## config.mk

```make
export PLATFORM = sky130hd
export DESIGN_NAME = i2c_slave_ctrl
export DESIGN_NICKNAME = d
export VERILOG_FILES = /design/src/rtl/i2c_ctrl_pkg.sv /design/src/rtl/i2c_bus_sync.sv /design/src/rtl/i2c_slave_ctrl.sv
export SDC_FILE = /design/constraint.sdc
export NUM_CORES = 1
export LEC_CHECK = 0
export ABC_AREA = 0
export BUFFER_PORTS_ARGS = -buffer_cell sky130_fd_sc_hd__buf_2
export CAP_MARGIN = 20
export CORE_MARGIN = 8
export CORE_UTILIZATION = 35
export DETAILED_ROUTE_END_ITERATION = 10
export PLACE_DENSITY = 0.56
export SLEW_MARGIN = 20
export SYNTH_ARGS = -nofsm -noshare
export SYNTH_HDL_FRONTEND = slang
export SYNTH_SLANG_ARGS = --single-unit
```

## constraint.sdc

```tcl
create_clock -name clock_in -period 4.7 [get_ports clock_in]
set_input_delay 0.47 -clock clock_in [delete_from_list [all_inputs] [get_ports clock_in]]
set_output_delay 0.47 -clock clock_in [all_outputs]
set_load 0.1 [all_outputs]
```

## src/rtl/i2c_ctrl_pkg.sv

```systemverilog
// Shared types and constants for the I2C slave controller.
package i2c_ctrl_pkg;

    typedef enum logic [3:0] {
        IDLE,
        DEV_ADDR,
        DEV_ACK,
        WORD_ADDR,
        WORD_ACK,
        WR_DATA,
        WR_ACK,
        RD_LOAD,
        RD_DATA,
        RD_ACK
    } i2c_state_t;

    localparam logic I2C_ACK           = 1'b0;
    localparam logic I2C_NACK          = 1'b1;
    localparam int   I2C_BITS_PER_BYTE = 8;

endpackage

```

## src/rtl/i2c_bus_sync.sv

```systemverilog
// SCL/SDA synchronisers with SCL edge and START/STOP strobes.
// Optional 3-sample majority filter when I2C_GLITCH_FILTER_EN is defined.
module i2c_bus_sync #(
    parameter int SYNC_STAGES = 2
) (
    input  logic clock_in,
    input  logic reset_in,
    input  logic scl_in,
    input  logic sda_in,
    output logic sda_level,
    output logic scl_rise,
    output logic scl_fall,
    output logic start_det,
    output logic stop_det
);

    logic [SYNC_STAGES-1:0] scl_sync_p0;
    logic [SYNC_STAGES-1:0] sda_sync_p0;
    logic                   scl_f_p1;
    logic                   sda_f_p1;
    logic                   scl_d_p2;
    logic                   sda_d_p2;

    // Idle bus reads high, so the chains reset to 1 to avoid false edges.
    always_ff @(posedge clock_in) begin
        if (reset_in) begin
            scl_sync_p0 <= '1;
            sda_sync_p0 <= '1;
        end else begin
            scl_sync_p0 <= {scl_sync_p0[SYNC_STAGES-2:0], scl_in};
            sda_sync_p0 <= {sda_sync_p0[SYNC_STAGES-2:0], sda_in};
        end
    end

`ifdef I2C_GLITCH_FILTER_EN
    logic [2:0] scl_hist;
    logic [2:0] sda_hist;

    function automatic logic maj3(input logic [2:0] v);
        return (v[0] & v[1]) | (v[0] & v[2]) | (v[1] & v[2]);
    endfunction

    // Filter stage: one history flop plus one registered vote.
    always_ff @(posedge clock_in) begin
        if (reset_in) begin
            scl_hist <= '1;
            sda_hist <= '1;
            scl_f_p1 <= 1'b1;
            sda_f_p1 <= 1'b1;
        end else begin
            scl_hist <= {scl_hist[1:0], scl_sync_p0[SYNC_STAGES-1]};
            sda_hist <= {sda_hist[1:0], sda_sync_p0[SYNC_STAGES-1]};
            scl_f_p1 <= maj3(scl_hist);
            sda_f_p1 <= maj3(sda_hist);
        end
    end
`else
    assign scl_f_p1 = scl_sync_p0[SYNC_STAGES-1];
    assign sda_f_p1 = sda_sync_p0[SYNC_STAGES-1];
`endif

    // Edge-detect stage.
    always_ff @(posedge clock_in) begin
        if (reset_in) begin
            scl_d_p2 <= 1'b1;
            sda_d_p2 <= 1'b1;
        end else begin
            scl_d_p2 <= scl_f_p1;
            sda_d_p2 <= sda_f_p1;
        end
    end

    assign sda_level = sda_f_p1;
    assign scl_rise  =  scl_f_p1 & ~scl_d_p2;
    assign scl_fall  = ~scl_f_p1 &  scl_d_p2;
    assign start_det =  scl_f_p1 &  scl_d_p2 &  sda_d_p2 & ~sda_f_p1;
    assign stop_det  =  scl_f_p1 &  scl_d_p2 & ~sda_d_p2 &  sda_f_p1;

endmodule

```

## src/rtl/i2c_slave_ctrl.sv

```systemverilog
// I2C slave controller sequencing a 128x8 register RAM with an auto-incrementing pointer.
// Build option I2C_GLITCH_FILTER_EN enables the input majority filter in i2c_bus_sync.
module i2c_slave_ctrl
    import i2c_ctrl_pkg::*;
#(
    parameter logic [6:0] SLAVE_ADDR  = 7'h50,
    parameter int         ADDR_W      = 7,
    parameter int         DATA_W      = 8,
    parameter int         SYNC_STAGES = 2
) (
    input  logic              clock_in,
    input  logic              reset_in,
    input  logic              scl_in,
    input  logic              sda_in,
    output logic              sda_oe_out,
    output logic              ram_wr_en_out,
    output logic              ram_rd_en_out,
    output logic [ADDR_W-1:0] ram_addr_out,
    output logic [DATA_W-1:0] ram_wdata_out,
    input  logic [DATA_W-1:0] ram_rdata_in,
    output logic              busy_out
);

    localparam logic [3:0] BYTE_LAST = 4'(I2C_BITS_PER_BYTE - 1);
    localparam logic [3:0] BYTE_END  = 4'(I2C_BITS_PER_BYTE);

    logic              sda_level;
    logic              scl_rise;
    logic              scl_fall;
    logic              start_det;
    logic              stop_det;

    i2c_state_t        state;
    logic [3:0]        bit_cnt;
    logic [DATA_W-2:0] rx_shift;
    logic [DATA_W-1:0] rx_byte;
    logic [DATA_W-1:0] tx_shift;
    logic [ADDR_W-1:0] pointer;
    logic              rw;
    logic              ack_drv;
    logic [1:0]        ld_phase;
    logic              shifting;
    logic              byte_done;

    i2c_bus_sync #(
        .SYNC_STAGES (SYNC_STAGES)
    ) u_bus_sync (
        .clock_in  (clock_in),
        .reset_in  (reset_in),
        .scl_in    (scl_in),
        .sda_in    (sda_in),
        .sda_level (sda_level),
        .scl_rise  (scl_rise),
        .scl_fall  (scl_fall),
        .start_det (start_det),
        .stop_det  (stop_det)
    );

    assign rx_byte      = {rx_shift, sda_level};
    assign shifting     = (state == DEV_ADDR) || (state == WORD_ADDR) || (state == WR_DATA);
    assign byte_done    = scl_rise && (bit_cnt == BYTE_LAST);
    assign ram_addr_out = pointer;

    always_ff @(posedge clock_in) begin
        if (reset_in) begin
            state         <= IDLE;
            bit_cnt       <= '0;
            pointer       <= '0;
            rw            <= 1'b0;
            ack_drv       <= 1'b0;
            ld_phase      <= '0;
            sda_oe_out    <= 1'b0;
            ram_wr_en_out <= 1'b0;
            ram_rd_en_out <= 1'b0;
            ram_wdata_out <= '0;
            busy_out      <= 1'b0;
        end else begin
            ram_wr_en_out <= 1'b0;
            ram_rd_en_out <= 1'b0;
            if (stop_det) begin
                state      <= IDLE;
                busy_out   <= 1'b0;
                sda_oe_out <= 1'b0;
                ack_drv    <= 1'b0;
            end else if (start_det) begin
                state      <= DEV_ADDR;
                bit_cnt    <= '0;
                sda_oe_out <= 1'b0;
                ack_drv    <= 1'b0;
            end else begin
                if (scl_rise && shifting) begin
                    rx_shift <= rx_byte[DATA_W-2:0];
                    bit_cnt  <= bit_cnt + 1'b1;
                end
                case (state)
                    IDLE: ;
                    DEV_ADDR: if (byte_done) begin
                        bit_cnt <= '0;
                        if (rx_byte[DATA_W-1:1] == SLAVE_ADDR) begin
                            state    <= DEV_ACK;
                            busy_out <= 1'b1;
                            rw       <= rx_byte[0];
                        end else begin
                            state    <= IDLE;
                            busy_out <= 1'b0;
                        end
                    end
                    // ACK states: first fall drives ACK, the ACK-bit fall releases it.
                    DEV_ACK: begin
                        if (scl_fall) begin
                            if (!ack_drv) begin
                                sda_oe_out <= ~I2C_ACK;
                                ack_drv    <= 1'b1;
                            end else begin
                                sda_oe_out <= 1'b0;
                                ack_drv    <= 1'b0;
                                state      <= WORD_ADDR;
                            end
                        end else if (scl_rise && ack_drv && rw) begin
                            ack_drv  <= 1'b0;
                            ld_phase <= '0;
                            state    <= RD_LOAD;
                        end
                    end
                    WORD_ADDR: if (byte_done) begin
                        pointer <= rx_byte[ADDR_W-1:0];
                        bit_cnt <= '0;
                        state   <= WORD_ACK;
                    end
                    WORD_ACK: if (scl_fall) begin
                        if (!ack_drv) begin
                            sda_oe_out <= ~I2C_ACK;
                            ack_drv    <= 1'b1;
                        end else begin
                            sda_oe_out <= 1'b0;
                            ack_drv    <= 1'b0;
                            state      <= WR_DATA;
                        end
                    end
                    WR_DATA: if (byte_done) begin
                        ram_wdata_out <= rx_byte;
                        ram_wr_en_out <= 1'b1;
                        bit_cnt       <= '0;
                        state         <= WR_ACK;
                    end
                    WR_ACK: if (scl_fall) begin
                        if (!ack_drv) begin
                            sda_oe_out <= ~I2C_ACK;
                            ack_drv    <= 1'b1;
                        end else begin
                            sda_oe_out <= 1'b0;
                            ack_drv    <= 1'b0;
                            pointer    <= pointer + 1'b1;
                            state      <= WR_DATA;
                        end
                    end
                    // Fetch finishes during SCL high; first bit goes out on the next fall.
                    RD_LOAD: begin
                        case (ld_phase)
                            2'd0: begin
                                ram_rd_en_out <= 1'b1;
                                ld_phase      <= 2'd1;
                            end
                            2'd1: ld_phase <= 2'd2;
                            2'd2: begin
                                tx_shift <= ram_rdata_in;
                                ld_phase <= 2'd3;
                            end
                            default: if (scl_fall) begin
                                sda_oe_out <= ~tx_shift[DATA_W-1];
                                tx_shift   <= {tx_shift[DATA_W-2:0], 1'b0};
                                bit_cnt    <= '0;
                                state      <= RD_DATA;
                            end
                        endcase
                    end
                    RD_DATA: begin
                        if (scl_rise) begin
                            bit_cnt <= bit_cnt + 1'b1;
                        end else if (scl_fall) begin
                            if (bit_cnt == BYTE_END) begin
                                sda_oe_out <= 1'b0;
                                bit_cnt    <= '0;
                                state      <= RD_ACK;
                            end else begin
                                sda_oe_out <= ~tx_shift[DATA_W-1];
                                tx_shift   <= {tx_shift[DATA_W-2:0], 1'b0};
                            end
                        end
                    end
                    RD_ACK: if (scl_rise) begin
                        if (sda_level == I2C_NACK) begin
                            state    <= IDLE;
                            busy_out <= 1'b0;
                        end else begin
                            pointer  <= pointer + 1'b1;
                            ld_phase <= '0;
                            state    <= RD_LOAD;
                        end
                    end
                    default: state <= IDLE;
                endcase
            end
        end
    end

endmodule

```

==> results.py <==
metrics = {
    "sta": {
        "finalSetupTns_ns": 0,
        "drv_slew": 0,
        "fmax_mhz": 359,
        "slew_headroom_pct": 33.1,
        "clock_skew_ns": 0.00471,
        "timing.final.crit_share_pct": 59.3,
        "rsz0062_at_grt": "no",
        "period_needed_ns": 2.79,
        "tightest_slew_ns": 1.00,
        "hold_viol_final": 0,
        "setup_viol": 0,
    },
    "job": {
        "drv_cap": 0,
    },
    "setup_path": {
        "critPathKind": "flop to flop",
        "crit_family": "compound AO/OA/AOI/OAI gates",
        "worst-r2r-setup-slack_ns": 1.91,
        "crit_start": "state[3]",
        "reg2reg_depth": 4,
        "crit_arrival_ns": 2.73,
        "critPathMaxStageDelay_ns": 0.89,
        "r2r-start": "state[3]",
        "critPathMostFrequentCell": "nand2_1",
        "slowest_stage": "a2111oi_2",
        "critPathRequiredTime_ns": 4.64,
        "start_kind": "flop",
        "crit_fanout": 20,
        "critical_path_buf_inv_count": 0,
        "cp_cell_sequence": "or4b_4 -> nand2_1 -> nand2_1 -> a2111oi_2",
        "cp-end-kind": "flop",
        "regToRegEndpoint": "tx_shift[7]",
    },
    "hold_path": {
        "worst_hold_path_type": "input port to flop",
        "hp-start": "scl_in",
        "hold_depth": 2,
        "min_to": "u_bus_sync.scl_sync_p0[0]",
    },
    "route": {
        "drc_errors": 0,
        "avgViaCountPerCell": 5.51,
        "vias": 2376,
        "wire_per_inst_um": 15.5,
        "drtIter0Drc": 284,
        "ant_nets": 0,
        "dr.pass1.iters": 5,
        "wl_um": 6680,
    },
    "synth": {
        "yosysSeqAreaShare_pct": 41.4,
        "syn_area_um2": 2870,
        "yosys_register_bits": 52,
        "synthFlopType": "dfxtp_1",
        "yosys.area.top_type": "dfxtp_1",
        "synth_nets": 327,
        "yosysUniqueCellTypes": 57,
        "ys_top_cells_by_count": "dfxtp_1, nor2_1, nand2_1",
        "async_flop_share_pct": 0,
        "ys_warn_count": 0,
        "syn-mean-instance-area_um2": 9.36,
        "synth.area.top_cells": "dfxtp_1, edfxtp_1, mux2i_1",
        "synth_most_common_cell": "dfxtp_1",
        "synth_edf_count": 15,
        "synth_top_area_share_pct": 25.8,
        "syn-instance-count": 307,
    },
    "floorplanning": {
        "initial_core_util_pct": 35.5,
        "dieWidth_um": 107,
        "die_h_um": 107,
        "core_area_um2": 8090,
        "io_pins": 31,
        "num_rows": 33,
        "die-area_um2": 11400,
    },
    "place": {
        "hpwl_um": 4750,
        "gp_congestion": 0.901,
        "dp_cells": 423,
        "port_buffers": 30,
    },
    "pwr": {
        "p_total_mw": 1.16,
        "p_leak_nw": 1.20,
        "power_density_nw_per_um2": 365,
        "peakVddDrop_mv": 0.142,
    },
    "layout": {
        "antenna_cells": 0,
        "area_growth_pct": 10.4,
        "drive_gt1_share_pct": 21.2,
        "stdcell_count": 431,
        "finalNetCount": 345,
    },
    "status": {
        "status": "complete, no violations",
    },
    "global_route": {
        "grt_pass1_wl_um": 10800,
        "grt_max_degree": 32,
        "antenna_found_initial": 0,
        "overflow": 0,
        "grt_pass1_vias": 2202,
        "grt_util_all_layers_pct": 11.6,
    },
    "clocking": {
        "numCtsBuffers": 5,
        "htreeDepth": 2,
        "cts_tree": "yes",
        "post_cts_buffers": 0,
        "clk_pin_slew_ns": 0.10,
        "post_cts_resized": 0,
        "postCtsHoldBufs": 0,
        "cts_root_buf": "clkbuf_8",
        "clk_path_buf_depth": 2,
        "cts.sinks": 52,
        "clk_latency_ns": 0.31,
    },
}
## sequential cells by signal, indices dropped and copies added (netlist names), 2 cells and up
| signal | count |
|---|---|
| ram_wdata_out | 8 |
| tx_shift | 8 |
| ram_addr_out | 7 |
| rx_shift | 7 |
| bit_cnt | 4 |
| state | 4 |
| ld_phase | 2 |
| u_bus_sync.scl_sync_p0 | 2 |
| u_bus_sync.sda_sync_p0 | 2 |
## power by group
group	leakage, nW	internal (mW)	total (mW)	switching (mW)
combinational	0.713	0.128	0.337	0.209
clock	0.0484	0.121	0.276	0.155
sequential	0.437	0.478	0.545	0.0663
## kinds of logic (layout without fill, tap and decap cells)
| group | count (synthesis) | after routing | synth area share [%] |
|---|---|---|---|
| compound gates | 68 | 68 | 16.7 |
| fa+ha+maj | 8 | 8 | 3.48 |
| buf+inv | 28 | 47 | 4.40 |
| flops | 52 | 52 | 41.4 |
| mux | 20 | 20 | 7.31 |
| simple gates | 131 | 131 | 26.7 |
## cells in the final DEF (no fill, tap or decap), drive strengths merged, types with 6 or more instances in the layout
cell	count
inv	8
ha	8
and3	6
clkbuf	7
nand3	7
dfxtp	37
nand2	22
or2	10
nand2b	7
o21ai	11
mux2i	12
a21oi	17
buf	31
mux2	8
nor3	9
nor2	29
edfxtp	15
## metal layers
layer	global-route usage (%)	wire length (µm)	vias to the layer above
met5	0	0	-
met4	2.81	69	0
met3	3.42	414	8
met2	18.5	3100	87
met1	15.1	3100	1112
li1	-	-	1169
## area by class of cell
type,instances,area (µm²)
clock buffer,7,86.3
clock inverter,1,8.76
fill,854,4920
inverter,8,30.0
multi-input combinational,227,1570
sequential,52,1190
tap,105,131
timing repair buffer,31,158
## worst max path at each step
stage               depth (start not counted)  slack, ns          end
finish                                      4       1.91  tx_shift[7]
global route                                4       1.71  tx_shift[7]
CTS                                         4       1.89  tx_shift[7]
detailed placement                          4       1.90  tx_shift[0]
global placement                            4       2.00  tx_shift[3]
floorplan                                   6       1.62  tx_shift[0]
## per-stage QoR
step                setup slack, ns  util [%]  cell area [µm²]  hold slack [ns]
finish                         1.91      39.2             3170            0.336
CTS                            1.89      39.2             3170            0.333
global route                   1.71      39.2             3170            0.325
detailed placement             1.90      38.0             3080            0.393
global placement               2.00      38.0             3080            0.394
floorplan                      1.62         -             2870            0.389
Power figures use the tool's default switching activity.
